--- src/rtl/dmem_arbiter_pkg.sv ---
// Shared types and constants for the data-memory arbiter.
//   - arb_state_e : arbiter FSM state codes
//   - ARB_M0/ARB_M1 : owner / grant identifiers
//   - mem_req_t   : captured memory access (we, sel, addr, wdata)
package dmem_arbiter_pkg;

   localparam int unsigned ADDR_W = 32;
   localparam int unsigned DATA_W = 32;
   localparam int unsigned SEL_W  = 4;

   typedef enum logic [1:0] {
      ARB_IDLE = 2'd0,
      ARB_BUSY = 2'd1,
      ARB_RESP = 2'd2
   } arb_state_e;

   localparam logic ARB_M0 = 1'b0;
   localparam logic ARB_M1 = 1'b1;

   typedef struct packed {
      logic              we;
      logic [SEL_W-1:0]  sel;
      logic [ADDR_W-1:0] addr;
      logic [DATA_W-1:0] wdata;
   } mem_req_t;

endpackage

--- src/rtl/dmem_arbiter_rr_arb2.sv ---
// Combinational two-way picker.
//   req0, req1  : level requests from M0 / M1
//   last        : id of the previously granted master
//   prio_mode   : 0 = alternate on ties, 1 = M0 wins ties
//   gnt_valid   : at least one request present
//   gnt_id      : chosen master (ARB_M0 / ARB_M1)
module rr_arb2
   import dmem_arbiter_pkg::*;
(
   input  logic req0,
   input  logic req1,
   input  logic last,
   input  logic prio_mode,
   output logic gnt_valid,
   output logic gnt_id
);

   always_comb begin
      gnt_valid = req0 | req1;
      gnt_id    = ARB_M0;
      if (req0 && req1) begin
         gnt_id = prio_mode ? ARB_M0 : ~last;
      end else if (req1) begin
         gnt_id = ARB_M1;
      end
   end

endmodule

--- src/rtl/dmem_arbiter.sv ---
// Shares one data-memory slave port between the core (M0) and an external
// loader/debug master (M1). A granted access is captured, presented to the
// slave until it completes (or the watchdog expires), then answered with a
// one-cycle done pulse on the owning master.
//   clk, rst            : clock, synchronous active-high reset
//   m0_* / m1_*         : master request, attributes, read data, done pulse
//   s_*                 : slave request/attributes, read data, completion
//   hold_flag_o         : pipeline stall while a core access is outstanding
//   err_o               : watchdog abort flag, pulses with done
module dmem_arbiter
   import dmem_arbiter_pkg::*;
#(
   parameter int unsigned PRIO_MODE = 0,
   parameter int unsigned TIMEOUT   = 255,
   parameter int unsigned CNT_W     = 8
) (
   input  logic              clk,
   input  logic              rst,
   input  logic              m0_req_i,
   input  logic              m0_we_i,
   input  logic [SEL_W-1:0]  m0_sel_i,
   input  logic [ADDR_W-1:0] m0_addr_i,
   input  logic [DATA_W-1:0] m0_wdata_i,
   output logic [DATA_W-1:0] m0_rdata_o,
   output logic              m0_done_o,
   input  logic              m1_req_i,
   input  logic              m1_we_i,
   input  logic [SEL_W-1:0]  m1_sel_i,
   input  logic [ADDR_W-1:0] m1_addr_i,
   input  logic [DATA_W-1:0] m1_wdata_i,
   output logic [DATA_W-1:0] m1_rdata_o,
   output logic              m1_done_o,
   output logic              s_req_o,
   output logic              s_we_o,
   output logic [SEL_W-1:0]  s_sel_o,
   output logic [ADDR_W-1:0] s_addr_o,
   output logic [DATA_W-1:0] s_wdata_o,
   input  logic [DATA_W-1:0] s_rdata_i,
   input  logic              s_rvalid_i,
   output logic              hold_flag_o,
   output logic              err_o
);

   localparam bit             WD_EN    = (TIMEOUT != 0);
   localparam logic [CNT_W-1:0] CNT_LAST = CNT_W'((TIMEOUT == 0) ? 0 : TIMEOUT - 1);
   localparam logic [CNT_W-1:0] CNT_MAX  = {CNT_W{1'b1}};

   arb_state_e        state_q, state_d;
   logic              owner_q;
   logic              last_grant_q;
   logic [CNT_W-1:0]  cnt_q;
   mem_req_t          req_q;
   logic [DATA_W-1:0] rdata_q;
   logic              err_q;

   logic              gnt_valid;
   logic              gnt_id;
   logic              timeout_hit;
   mem_req_t          m0_pkt;
   mem_req_t          m1_pkt;

   rr_arb2 u_rr_arb2 (
      .req0      (m0_req_i),
      .req1      (m1_req_i),
      .last      (last_grant_q),
      .prio_mode (PRIO_MODE != 0),
      .gnt_valid (gnt_valid),
      .gnt_id    (gnt_id)
   );

   // Pack live master attributes for capture at grant time.
   always_comb begin
      m0_pkt = '{we: m0_we_i, sel: m0_sel_i, addr: m0_addr_i, wdata: m0_wdata_i};
      m1_pkt = '{we: m1_we_i, sel: m1_sel_i, addr: m1_addr_i, wdata: m1_wdata_i};
   end

   // State register.
   always_ff @(posedge clk) begin
      if (rst) begin
         state_q <= ARB_IDLE;
      end else begin
         state_q <= state_d;
      end
   end

   // Next-state logic; rvalid takes precedence over the watchdog.
   always_comb begin
      state_d     = state_q;
      timeout_hit = 1'b0;
      case (state_q)
         ARB_IDLE: begin
            if (gnt_valid) begin
               state_d = ARB_BUSY;
            end
         end
         ARB_BUSY: begin
            if (s_rvalid_i) begin
               state_d = ARB_RESP;
            end else if (WD_EN && (cnt_q == CNT_LAST)) begin
               timeout_hit = 1'b1;
               state_d     = ARB_RESP;
            end
         end
         ARB_RESP: state_d = ARB_IDLE;
         default:  state_d = ARB_IDLE;
      endcase
   end

   // Capture registers, ownership and watchdog counter.
   always_ff @(posedge clk) begin
      if (rst) begin
         owner_q      <= ARB_M0;
         last_grant_q <= ARB_M1;
         cnt_q        <= '0;
         req_q        <= '0;
         rdata_q      <= '0;
         err_q        <= 1'b0;
      end else begin
         case (state_q)
            ARB_IDLE: begin
               if (gnt_valid) begin
                  req_q        <= (gnt_id == ARB_M1) ? m1_pkt : m0_pkt;
                  owner_q      <= gnt_id;
                  last_grant_q <= gnt_id;
                  cnt_q        <= '0;
               end
            end
            ARB_BUSY: begin
               if (s_rvalid_i) begin
                  rdata_q <= req_q.we ? '0 : s_rdata_i;
               end else if (timeout_hit) begin
                  rdata_q <= '0;
                  err_q   <= 1'b1;
               end else if (cnt_q != CNT_MAX) begin
                  cnt_q <= cnt_q + CNT_W'(1);
               end
            end
            ARB_RESP: begin
               err_q <= 1'b0;
            end
            default: begin
               err_q <= 1'b0;
            end
         endcase
      end
   end

   // Outputs decoded from registered state; only hold_flag_o sees a live input.
   always_comb begin
      s_req_o     = 1'b0;
      s_we_o      = 1'b0;
      s_sel_o     = '0;
      s_addr_o    = '0;
      s_wdata_o   = '0;
      m0_done_o   = 1'b0;
      m1_done_o   = 1'b0;
      m0_rdata_o  = '0;
      m1_rdata_o  = '0;
      err_o       = 1'b0;
      if (state_q == ARB_BUSY) begin
         s_req_o   = 1'b1;
         s_we_o    = req_q.we;
         s_sel_o   = req_q.sel;
         s_addr_o  = req_q.addr;
         s_wdata_o = req_q.wdata;
      end
      if (state_q == ARB_RESP) begin
         err_o = err_q;
         if (owner_q == ARB_M0) begin
            m0_done_o  = 1'b1;
            m0_rdata_o = rdata_q;
         end else begin
            m1_done_o  = 1'b1;
            m1_rdata_o = rdata_q;
         end
      end
      hold_flag_o = m0_req_i & ~((state_q == ARB_RESP) && (owner_q == ARB_M0));
   end

endmodule

--- config.mk ---
export PLATFORM = sky130hd
export DESIGN_NAME = dmem_arbiter
export DESIGN_NICKNAME = d
export VERILOG_FILES = /design/src/rtl/dmem_arbiter_pkg.sv /design/src/rtl/dmem_arbiter_rr_arb2.sv /design/src/rtl/dmem_arbiter.sv
export SDC_FILE = /design/constraint.sdc
export NUM_CORES = 1
export LEC_CHECK = 0
export ABC_AREA = 1
export BUFFER_PORTS_ARGS = -buffer_cell sky130_fd_sc_hd__buf_4
export CAP_MARGIN = 15
export CORE_MARGIN = 2
export CORE_UTILIZATION = 42
export DETAILED_ROUTE_END_ITERATION = 10
export GPL_ROUTABILITY_DRIVEN = 0
export PLACE_DENSITY = 0.83
export SLEW_MARGIN = 15
export SYNTH_ARGS = -nofsm -noshare
export SYNTH_HDL_FRONTEND = slang
export SYNTH_HIERARCHICAL = 1
export SYNTH_SLANG_ARGS = --single-unit
--- constraint.sdc ---
create_clock -name clk -period 1.3 [get_ports clk]
set_input_delay 0.26 -clock clk [delete_from_list [all_inputs] [get_ports clk]]
set_output_delay 0.26 -clock clk [all_outputs]
set_load 0.005 [all_outputs]
==> flow_summary.toml <==
[run_status]
run_status = "finished, violations left"
failed_checks = "negative setup slack"

[logic_synthesis]
synthTopCellsByCount = "nor2_1 (215), inv_1 (188), a21oi_1 (151), dfxtp_1 (114), nand2_1 (77)"
ys.flop_type = "dfxtp_1"
ys_seq_elements = 114
synth_top_cell_by_area = "dfxtp_1"
yosys_warnings = 6
yosys.area_share.simple = 0.229
synth_area_leaders = "dfxtp_1 (37%), nor2_1 (13%), a21oi_1 (12%)"
yosys.cell_count.top_type = "nor2_1"
synth_cell_types = 28
synth_top_family_by_area = "simple AND/OR/NAND/NOR gates"
synth_fa_ha_area_frac = 0.00409
yosys.area.top_type_share = 0.373
post_synth.cell_area_avg_um2 = 6.37
syn_area_um2 = 6120
ys_async_sr_fraction = 0
synthCells = 962
synth_compound_area_frac = 0.219
synth.area.mux_share = 0
synthXorXnorAreaFrac = 0.00143
synth.yosys.seq_area_share = 0.373
synth_nets = 1139
synth_edf_count = 0

[routing]
routed-wl-met3_um = 1570
first_pass_iters = 5
wl_met1_um = 9140
vias = 7533
drt_wl_total_um = 24700
via_per_inst = 4.94
drt_iter0_drc = 329
ant_nets = 0
routed.top_layer = "met4"
drcViolationCount = 0
wl_met2_um = 13200
avgRoutedWirePerCell_um = 16.2

[sta]
fin_skew_ps = 6.46
max_freq_ghz = 0.541
setup_viol = 249
rsz0062_at_grt = "true"
worst_slack_ps = -547
finalHoldViolCount = 0
min_period_ps = 1850
min_period_over_period = 1.42
drv_slew = 0

[die]
initial_utilization = 0.426
die_h_um = 125
core_um2 = 14400
io_pins = 313
die_area_um2 = 15600
rows = 44
die_w_um = 125

[global_route]
grt_pass1_vias = 7152
antenna_found_initial = 0
gr-usage-all-layers = 0.273
grt_max_degree = 48
overflow = 0
grt_pass1_wl_um = 34300

[place]
dp_slack_ps = -220
dp_hpwl_um = 14300
placed_cell_area_um2 = 8990
numPortBuffers = 312

[cells_and_area]
final_nets = 1509
fin_util = 0.788
seq_area_um2 = 2290
fill_cells = 917
multi_input_area_um2 = 3620
syn_to_final_growth_pct = 84.8
antenna_cells = 0
finalInstanceArea_um2 = 11300
drive_above_1_share = 0.494

[setup_path]
critPathMaxFanout = 9
cpPeakStageDelay_ps = 330
setup.worst_path.class = "reg -> out"
critPathSlowestCell = "dfxtp_2"
r2r_cells = 11
cp.required_ps = 1040
cp-start-kind = "flip-flop"
crit_chain = "inv_2 > nor2_4 > inv_2 > nor2_4 > inv_6 > buf_16 > nor2_1 > buf_4"
crit_arrival_ps = 1590
cp-end-kind = "output pin"

[clock_network]
root_buffer = "clkbuf_16"
cts_sinks = 114
postCtsHoldBufs = 0
cts_buffer_depth = 2
clk_pin_slew_ps = 50
numCtsBuffers = 17
clk_latency_ps = 410
htreeDepth = 4
cts_tree = "done"

[flow_run]
cap_violations = 0

[min_path]
min_path_cells = 3
worstHoldPathType = "in -> reg"

[power_and_ir_drop]
irDropWorstVdd_v = 0.000769
power_density_nw_per_um2 = 1010
p_leak_nw = 5.36
-- path summary, 6_finish.rpt --
check / start / slack, ps / end
worst min register to register: rdata_q[22]$_SDFFE_PP0P_ / 480 / rdata_q[22]$_SDFFE_PP0P_
worst min-delay path: s_rdata_i[17] / 100 / rdata_q[17]$_SDFFE_PP0P_
worst max register to register: state_q[1]$_SDFFE_PP0P_ / -440 / rdata_q[29]$_SDFFE_PP0P_
worst max-delay path: state_q[1]$_SDFFE_PP0P_ / -550 / m0_rdata_o[16]
-- logic make-up (layout without fill, tap and decap cells) --
kind of cell / count (synthesis) / after routing
AO/OA/AOI/OAI: 249 / 249
adder cells (fa/ha/maj): 2 / 2
other: 1 / 1
AND/OR/NAND/NOR: 341 / 342
flip-flops: 114 / 114
buffers and inverters: 254 / 632
XOR/XNOR: 1 / 1
-- layout make-up --
cell class | instances | share of cell area
timing repair buffer | 413 | 0.347
multi-input combinational | 595 | 0.320
sequential | 114 | 0.202
inverter | 190 | 0.0646
clock buffer | 19 | 0.0383
tap | 184 | 0.0203
clock inverter | 9 | 0.00619
timing repair inverter | 1 | 0.00144
-- state kept, by name, summed over array words and instances, names as in the netlist --
signal        flops
state_q           2
last_grant_q      1
req_q            69
rdata_q          32
owner_q           1
err_q             1
cnt_q             8
-- repair_timing --
action | in CTS | in global routing
cloned | 8 | 14
setup buffers | 12 | 13
setup endpoints to repair | 219 | 249
pin swaps | 21 | 24
gates resized for setup | 160 | 176
hold endpoints to repair | 0 | 0
-- metrics by stage --
step	power, mW	TNS, ps	hold slack, ps	cells
floorplan	5.14	0	407	962
global placement	6.16	-12760	448	1454
detailed placement	6.22	-19560	453	1454
CTS	10.7	-71400	78.2	1500
global route	11.9	-98110	87.0	1525
finish	11.4	-82890	95.9	1525
-- critical path: cells and delay by family, from the launching register on --
| family | cells | cell delay (ps) |
|---|---|---|
| DFF | 1 | 330 |
| and+or+nand+nor | 3 | 360 |
| buffers and inverters | 5 | 480 |
-- where the power goes --
group          switching [mW]  leakage (nW)  internal, mW
registers               0.193         0.940          3.81
clock network            1.58         0.257          2.55
logic                    1.63          4.16          1.68
-- layout by cell type (no fill, tap or decap), types with 2 or more instances in the layout --
master / Yosys / final
dfxtp_1: 114 / 109
nor2_4: 1 / 34
o21ai_1: 6 / 13
dfxtp_2: 0 / 5
nand3_1: 12 / 12
o21ai_0: 67 / 52
nor3_1: 2 / 2
nand2_2: 25 / 25
inv_1: 188 / 182
a21oi_1: 151 / 117
buf_8: 2 / 8
buf_16: 0 / 7
a21oi_2: 24 / 57
o21ai_2: 0 / 7
clkinv_2: 0 / 8
nor2_2: 3 / 45
nand4_1: 3 / 3
inv_2: 2 / 6
nor2_1: 215 / 140
buf_12: 0 / 23
nand2_1: 77 / 40
clkbuf_1: 28 / 2
buf_4: 4 / 318
buf_6: 6 / 48
clkbuf_16: 0 / 26
nand2_4: 0 / 36
nand2_8: 0 / 2
-- metal layers --
metal  GRT usage  up-vias
met5           0        -
met4       0.102        0
met3      0.0666       58
met2       0.512      322
met1       0.294     3463
li1            -     3690
(Power assumes the default switching activity.)
